[config.mk]
export PLATFORM = sky130hd
export DESIGN_NAME = alu_seq_ctrl
export DESIGN_NICKNAME = d
export VERILOG_FILES = /design/src/rtl/alu_pkg.sv /design/src/rtl/alu_op_decode.sv /design/src/rtl/alu_seq_ctrl.sv
export SDC_FILE = /design/constraint.sdc
export NUM_CORES = 1
export LEC_CHECK = 0
export CORE_ASPECT_RATIO = 1.75
export CORE_UTILIZATION = 47
export DETAILED_ROUTE_END_ITERATION = 16
export HOLD_SLACK_MARGIN = 0.03
export MAX_ROUTING_LAYER = met4
export PLACE_DENSITY = 0.84
export SLEW_MARGIN = 20
export SYNTH_ARGS = -nofsm -noshare
export SYNTH_HDL_FRONTEND = slang
export SYNTH_SLANG_ARGS = --single-unit
[constraint.sdc]
create_clock -name clk -period 2.45 [get_ports clk]
set_input_delay 0.3675 -clock clk [delete_from_list [all_inputs] [get_ports clk]]
set_output_delay 0.3675 -clock clk [all_outputs]
set_load 0.02 [all_outputs]
[src/rtl/alu_pkg.sv]
// Shared definitions for the ALU sequencing controller: opcodes, instruction fields,
// FSM state encoding and the error result constant.
package alu_pkg;

    localparam int unsigned OP_CMP = 0;
    localparam int unsigned OP_ADD = 1;
    localparam int unsigned OP_SUB = 2;
    localparam int unsigned OP_DIV = 3;
    localparam int unsigned OP_MUL = 4;

    localparam int unsigned INSTR_W = 12;
    localparam int unsigned OP_LSB  = 9;
    localparam int unsigned RSV_BIT = 8;
    localparam int unsigned A_MSB   = 7;
    localparam int unsigned A_LSB   = 4;
    localparam int unsigned B_MSB   = 3;
    localparam int unsigned B_LSB   = 0;

    localparam logic [7:0] ERR_RESULT = 8'hFF;

    typedef enum logic [2:0] {
        StIdle,
        StLoadA,
        StLoadB,
        StExec,
        StWait,
        StDone
    } state_e;

endpackage

[src/rtl/alu_op_decode.sv]
// Combinational opcode decoder: one-hot operation strobes gated by en, plus an illegal flag
// that reflects the opcode alone.
module alu_op_decode
    import alu_pkg::*;
#(
    parameter int unsigned OPW = 3
) (
    input  logic [OPW-1:0] opcode,
    input  logic           en,
    output logic           op_cmp,
    output logic           op_add,
    output logic           op_sub,
    output logic           op_div,
    output logic           op_mul,
    output logic           illegal
);

    always_comb begin
        op_cmp  = 1'b0;
        op_add  = 1'b0;
        op_sub  = 1'b0;
        op_div  = 1'b0;
        op_mul  = 1'b0;
        illegal = 1'b0;
        unique case (opcode)
            OPW'(OP_CMP): op_cmp = en;
            OPW'(OP_ADD): op_add = en;
            OPW'(OP_SUB): op_sub = en;
            OPW'(OP_DIV): op_div = en;
            OPW'(OP_MUL): op_mul = en;
            default:      illegal = 1'b1;
        endcase
    end

endmodule

[src/rtl/alu_seq_ctrl.sv]
// Sequencer in front of the ALU datapath: one instruction in flight, ldA/ldB/op strobes,
// Y capture and result handshake. Define ALU_SEQ_CTRL_DIVZ_EN to trap DIV with B==0.
module alu_seq_ctrl
    import alu_pkg::*;
#(
    parameter int unsigned WAIT_CYCLES = 1,
    parameter int unsigned OPW         = 3
) (
    input  logic                clk,
    input  logic                rst_n,
    input  logic                instr_valid,
    output logic                instr_ready,
    input  logic [INSTR_W-1:0]  instr,
    output logic                res_valid,
    input  logic                res_ready,
    output logic [7:0]          res_data,
    output logic                res_err,
    output logic [INSTR_W-1:0]  Datain,
    output logic                ldA,
    output logic                ldB,
    output logic                aCmp,
    output logic                aAdd,
    output logic                aSub,
    output logic                aDiv,
    output logic                aMul,
    input  logic [7:0]          Y
);

    state_e               state_q, state_d;
    logic [INSTR_W-1:0]   datain_q, datain_d;
    logic [7:0]           res_data_q, res_data_d;
    logic                 res_err_q, res_err_d;
    logic [3:0]           cnt_q, cnt_d;
    logic [OPW-1:0]       op_sel;
    logic                 illegal;

    // In IDLE the decoder screens the incoming opcode; afterwards it decodes the latched one.
    assign op_sel = (state_q == StIdle) ? instr[OP_LSB +: OPW] : datain_q[OP_LSB +: OPW];

    alu_op_decode #(
        .OPW (OPW)
    ) u_decode (
        .opcode  (op_sel),
        .en      (state_q == StExec),
        .op_cmp  (aCmp),
        .op_add  (aAdd),
        .op_sub  (aSub),
        .op_div  (aDiv),
        .op_mul  (aMul),
        .illegal (illegal)
    );

`ifdef ALU_SEQ_CTRL_DIVZ_EN
    logic divz;
    assign divz = (instr[OP_LSB +: OPW] == OPW'(OP_DIV)) && (instr[B_MSB:B_LSB] == '0);
`endif

    always_comb begin
        state_d    = state_q;
        datain_d   = datain_q;
        res_data_d = res_data_q;
        res_err_d  = res_err_q;
        cnt_d      = cnt_q;
        unique case (state_q)
            StIdle: begin
                if (instr_valid) begin
                    datain_d = instr;
                    if (illegal) begin
                        res_data_d = '0;
                        res_err_d  = 1'b1;
                        state_d    = StDone;
`ifdef ALU_SEQ_CTRL_DIVZ_EN
                    end else if (divz) begin
                        res_data_d = ERR_RESULT;
                        res_err_d  = 1'b1;
                        state_d    = StDone;
`endif
                    end else begin
                        state_d = StLoadA;
                    end
                end
            end
            StLoadA: state_d = StLoadB;
            StLoadB: state_d = StExec;
            StExec: begin
                cnt_d   = 4'(WAIT_CYCLES);
                state_d = StWait;
            end
            StWait: begin
                cnt_d = cnt_q - 4'd1;
                if (cnt_q == 4'd1) begin
                    res_data_d = Y;
                    res_err_d  = 1'b0;
                    state_d    = StDone;
                end
            end
            StDone: begin
                if (res_ready) state_d = StIdle;
            end
            default: state_d = StIdle;
        endcase
    end

    always_ff @(posedge clk or negedge rst_n) begin
        if (!rst_n) begin
            state_q    <= StIdle;
            datain_q   <= '0;
            res_data_q <= '0;
            res_err_q  <= 1'b0;
            cnt_q      <= '0;
        end else begin
            state_q    <= state_d;
            datain_q   <= datain_d;
            res_data_q <= res_data_d;
            res_err_q  <= res_err_d;
            cnt_q      <= cnt_d;
        end
    end

    // Strobes decode straight from state so an asynchronous reset drops them at once.
    assign instr_ready = (state_q == StIdle);
    assign res_valid   = (state_q == StDone);
    assign ldA         = (state_q == StLoadA);
    assign ldB         = (state_q == StLoadB);
    assign Datain      = datain_q;
    assign res_data    = res_data_q;
    assign res_err     = res_err_q;

endmodule

==> results of run 1 <==
==> worst max path at each step <==
stage	end	slack, ns	cells after the start
global placement	aCmp	0.22	4
global route	aMul	0.02	3
finish	aMul	0.09	3
floorplan	aCmp	0.42	4
CTS	aDiv	0.04	4
detailed placement	aCmp	0.13	4
==> sequential cells by signal (all words and copies together) (netlist names) <==
name,flops
res_data,8
state_q,3
cnt_q,4
Datain,12
res_err,1
==> cell type report <==
cell class              count  share of cell area
flip-flops and latches     28               0.343
clock buffers               4              0.0270
multi-input cells          87               0.324
inverters                   3             0.00551
repair buffers             59               0.283
well taps                  28              0.0172
==> cells in the final DEF, fill, tap and decap left out, types with 4 or more instances in the layout <==
master / count
clkdlybuf4s50_1: 49
dfrtp_1: 28
mux2_2: 13
a21oi_1: 13
o21ai_0: 9
nand3_1: 8
nor2_1: 7
buf_4: 6
clkbuf_8: 4
==> where the power goes <==
| group | leakage [µW] | total [µW] | internal [µW] | switching, µW |
|---|---|---|---|---|
| Combinational | 0.000519 | 1560 | 761 | 797 |
| Clock | 0.0000288 | 280 | 143 | 136 |
| Sequential | 0.000346 | 880 | 683 | 197 |
| Total | 0.000894 | 2720 | 1590 | 1130 |
==> kinds of logic (layout without fill, tap and decap cells) <==
group,count (synthesis),in the layout,share of synthesized area
fa+ha+maj,2,2,0.0174
flops,28,28,0.487
buf+inv,11,66,0.0539
compound gates,30,30,0.120
mux,15,15,0.116
simple gates,39,39,0.201
xor+xnor,1,1,0.00608
==> stage by stage <==
step                      total power, µW  instances  cell area, µm²
final                                2720        209            2040
after global routing                 2890        209            2040
after CTS                            2740        209            2040
after detailed placement             2460        205            1980
after global placement               2380        205            1980
after floorplan                      1840        126            1440
==> per-layer routing <==
metal  up-vias  GRT usage  part of all wire  wire, µm
li1        561          -                 -         -
met1       577      0.229              0.36      1190
met2        28      0.431              0.60      2020
met3         2     0.0264             0.037       124
met4         0     0.0347            0.0057        19
met5         -          -                 0         0
==> worst register-to-register path: cells and delay by family, from the launching register on <==
family	cells	cell delay (ns)
buf+inv	2	0.49
flops	1	0.47
mux	1	0.36
simple gates	1	0.43
==> timing repair <==
| item | CTS | global route |
|---|---|---|
| endpoints found under the setup margin | 2 | 2 |
| gates cloned | 0 | 0 |
| pin swaps | 0 | 0 |
| gates resized for setup | 2 | 2 |
==> reports/metrics.csv, run 1 <==
metric;value;unit
clkSinkCount;28;
fin_skew;0.00669;ns
power.density;1330;nW/µm²
antenna_cells;0;
final-max-slew-violation-count;0;
finalCritPeriodShare;0.965;
synthFlopType;dfrtp_1;
cp-end-kind;primary output;
crit_family;buffers and inverters;
yosysUniqueCellTypes;39;
post_drt_wl_per_cell;16.0;µm
place_ws;0.126;ns
post-cts-setup-buffers;0;
clk_latency;0.27;ns
worstPathArrival;2.00;ns
path_class;flop to primary output;
die_y;75.2;µm
cp_cell_sequence;nand3b_4, nor4b_1, clkdlybuf4s50_1;
dieArea;3300;µm²
reg2reg_slack;0.59;ns
setup_viol;0;
ys_seq_area_frac;0.487;
grt_pass1_wl;5380;µm
clock_tree.buffer_depth;2;
wirelength;3350;µm
vias;1168;
worst_pin_slew;0.525;ns
r2r_end;Datain[2]$_DFFE_PN0P_;
critPathLaunch;state_q[2]$_DFFE_PN0P_;
multi_input_area;662;µm²
drtPass1Iterations;10;
synthesis.nets;152;
r2r_cells;4;
min_period;2.36;ns
cpPeakStageDelay;0.68;ns
hold_slack;0.458;ns
synth_common_cells;dfrtp_1, a21oi_1, mux2_2, o21ai_0, nand3_1;
place.gp.congestion;0.775;
synth_edf_count;0;
dieWidth;43.8;µm
areaGrowthSynthToFinish;41.8;%
synth.most_common_cell;dfrtp_1;
synth.area.top_cells;dfrtp_1, mux2_2, a21oi_1, o21ai_0, buf_6;
dp_hpwl;2660;µm
clock-root-buffer;clkbuf_8;
yosys_register_bits;28;
numCtsBuffers;3;
regArea;701;µm²
startpoint_type;flop;
nNetsFinal;208;
holdBufCountCts;0;
cp.buffers_inverters;1;
synth_area;1440;µm²
postLayoutCoreUtil;0.697;
hold_viol;0;
syn_area_per_cell;11.4;µm²
violations;DRC;
fillers;241;
fmax;0.423;GHz
synth_top_area_frac;0.487;
netlist_instances;126;
grt_start_max_net_pins;29;
required;2.08;ns
htreeDepth;1;
fin_tns_setup;0;ns
antenna_found_initial;0;
ys_warn_count;0;
grtUsageTotal;0.219;
vias_per_cell;5.59;
row_count;26;
cp_slowest_cell;clkdlybuf4s50_1;
grt_pass1_vias;1238;
io_buffers;53;
drcViolationCount;7;
start_util;0.492;
clkTransAtPathRegs;0.10;ns
p_leak;0.000894;µW
layout-drive-gt1-share;0.171;
setup_slack;0.0862;ns
design.core.area;2930;µm²
cp_max_fo;6;
synthArstFlopShare;1.00;
ant_nets;0;
yosysTopAreaCell;dfrtp_1;
peakVddDrop;684;µV
overflow;0;
rsz0062_at_grt;false;
drt_first_iter_violations;25;
max-slew-margin-rel;0.648;
status;finished with violations;
timing.rr.start;state_q[0]$_DFFE_PN0P_;
cts_tree;yes;
max-cap-violations;0;
pin_count;54;
hold_path.class;primary input to asynchronous set/reset pin;
No activity file was read; power rests on OpenSTA's default activity.
==> run 2, diff against run 1 <==
--- a/config.mk
+++ b/config.mk
@@ -5,7 +5,7 @@
 export SDC_FILE = /design/constraint.sdc
 export NUM_CORES = 1
 export LEC_CHECK = 0
-export CORE_ASPECT_RATIO = 1.75
+export CORE_ASPECT_RATIO = 0.6
 export CORE_UTILIZATION = 47
 export DETAILED_ROUTE_END_ITERATION = 16
 export HOLD_SLACK_MARGIN = 0.03
==> reports/metrics.csv, run 2 (synthesized netlist as in run 1, its figures left out) <==
metric;value;unit;change
status;completed;;
max-cap-violations;0;;unchanged
fin_tns_setup;0;ns;unchanged
worst_pin_slew;0.519;ns;-0.00641 ns
cp-end-kind;primary output;;
layout_common_cells;clkdlybuf4s50_1, dfrtp_1, mux2_2, a21oi_1, o21ai_0;;
antenna_cells;0;;unchanged
largest_register_ffs;12;;unchanged
wirelength;3620;µm;+8.0%
min_period;2.35;ns;-0.0177 ns
clkTransAtPathRegs;0.10;ns;about the same
place_area;2010;µm²;+1.3%
cts_tree;yes;;
die_y;44.9;µm;-40%
setup_viol;0;;unchanged
power.density;1370;nW/µm²;+2.6%
place.gp.congestion;0.868;;+12%
required;2.08;ns;about the same
holdBufCountCts;0;;unchanged
post_drt_wl_per_cell;16.2;µm;+0.79%
max-slew-margin-rel;0.653;;+0.00429
fillers;218;;-9.5%
fin_skew;0.00331;ns;-0.00338 ns
dieArea;3300;µm²;about the same
finalCritPeriodShare;0.958;;-0.00722
final_area;2080;µm²;+1.9%
design.core.area;2890;µm²;-1.3%
drtPass1Iterations;4;;-6
htreeDepth;1;;unchanged
rsz0062_at_grt;false;;
worstPathArrival;1.98;ns;-0.02 ns
vias;1205;;+3.2%
final-max-slew-violation-count;0;;unchanged
clkSinkCount;28;;unchanged
drcViolationCount;0;;-7
hold_viol;0;;unchanged
pin_count;54;;unchanged
antenna_found_initial;0;;unchanged
grt_start_max_net_pins;29;;unchanged
peakVddDrop;744;µV;+8.9%
startpoint_type;flop;;
clock-root-buffer;clkbuf_8;;
io_buffers;53;;unchanged
vias_per_cell;5.38;;-3.7%
overflow;0;;unchanged
grtUsageTotal;0.243;;+0.0239
nNetsFinal;209;;+0.48%
finalPower;2840;µW;+4.6%
fmax;0.426;GHz;+0.75%
path_class;flop to primary output;;
dp_hpwl;2630;µm;-1.2%
areaGrowthSynthToFinish;44.5;%;
row_count;15;;-42%
reg2reg_slack;0.75;ns;+0.16 ns
numCtsBuffers;3;;unchanged
p_leak;0.000887;µW;-0.72%
hold_path.class;primary input to asynchronous set/reset pin;;
start_util;0.498;;+0.00639
dieWidth;73.5;µm;+68%
grt_pass1_vias;1151;;-7.0%
cp_max_fo;3;;-3
layout-drive-gt1-share;0.176;;+0.00455
grt_pass1_wl;5690;µm;+5.8%
clock_tree.buffer_depth;2;;unchanged
layout_commonest_cell;clkdlybuf4s50_1;;
drt_first_iter_violations;114;;+360%
clk_latency;0.28;ns;about the same
ant_nets;0;;unchanged
==> run 2: changes by cell type in the layout (fill, tap and decap cells not counted) <==
cell / before / now
dlymetal6s2s_1: 2 / 1
buf_4: 6 / 7
clkbuf_8: 4 / 3
bufinv_16: 0 / 1
clkdlybuf4s50_1: 49 / 50
==> run 2: final timing paths <==
path	startpoint	end	cells past startpoint
max	state_q[0]$_DFFE_PN0P_	aAdd	4
max in group asynchronous	rst_n	state_q[1]$_DFFE_PN0P_	2
max reg2reg	state_q[0]$_DFFE_PN0P_	Datain[6]$_DFFE_PN0P_	4
min in group clk	Datain[8]$_DFFE_PN0P_	Datain[8]$_DFFE_PN0P_	1
min reg2reg	Datain[8]$_DFFE_PN0P_	Datain[8]$_DFFE_PN0P_	1
min	rst_n	Datain[4]$_DFFE_PN0P_	2
==> run 2: cell type report <==
type	count	area, µm²	share of cell area
Sequential cell	28	701	0.337
Multi-Input combinational cell	87	662	0.318
Timing Repair Buffer	60	583	0.280
Tap cell	42	52.6	0.0253
Clock buffer	3	41.3	0.0198
Clock inverter	1	30.0	0.0144
Inverter	3	11.3	0.00541
==> run 2: metrics by stage <==
step / hold WS (ns) / worst slack [ns] / instances / util
2_1_floorplan: 0.0719 / 0.421 / 126 / -
3_3_place_gp: 0.488 / 0.186 / 220 / 0.695
3_5_place_dp: 0.500 / 0.161 / 220 / 0.695
4_1_cts: 0.465 / 0.0434 / 224 / 0.719
5_1_grt: 0.485 / 0.00662 / 224 / 0.720
6_report: 0.451 / 0.104 / 224 / 0.720
==> run 2: critical path: stages (launching register included) <==
cell and delay (ns):
dfrtp_1 0.47, nor3_4 0.28, mux2i_1 0.12, nor4_1 0.17, clkdlybuf4s50_1 0.65
==> run 2: what timing repair did <==
item	CTS	global route
gates resized for setup	2	1
hold endpoints to repair	0	0
pin swaps	0	0
endpoints found under the setup margin	2	1
buffers inserted	0	0
==> run 2: power breakdown <==
group          leakage, µW  switching (µW)  internal (µW)
clock            0.0000357             157            219
combinational     0.000505             818            768
sequential        0.000346             199            683
==> run 2: per-layer routing <==
| metal | part of all wire | GRT usage |
|---|---|---|
| met1 | 0.47 | 0.336 |
| met2 | 0.47 | 0.382 |
| met3 | 0.054 | 0.0536 |
| met4 | 0.0052 | 0.0346 |
| met5 | 0 | - |
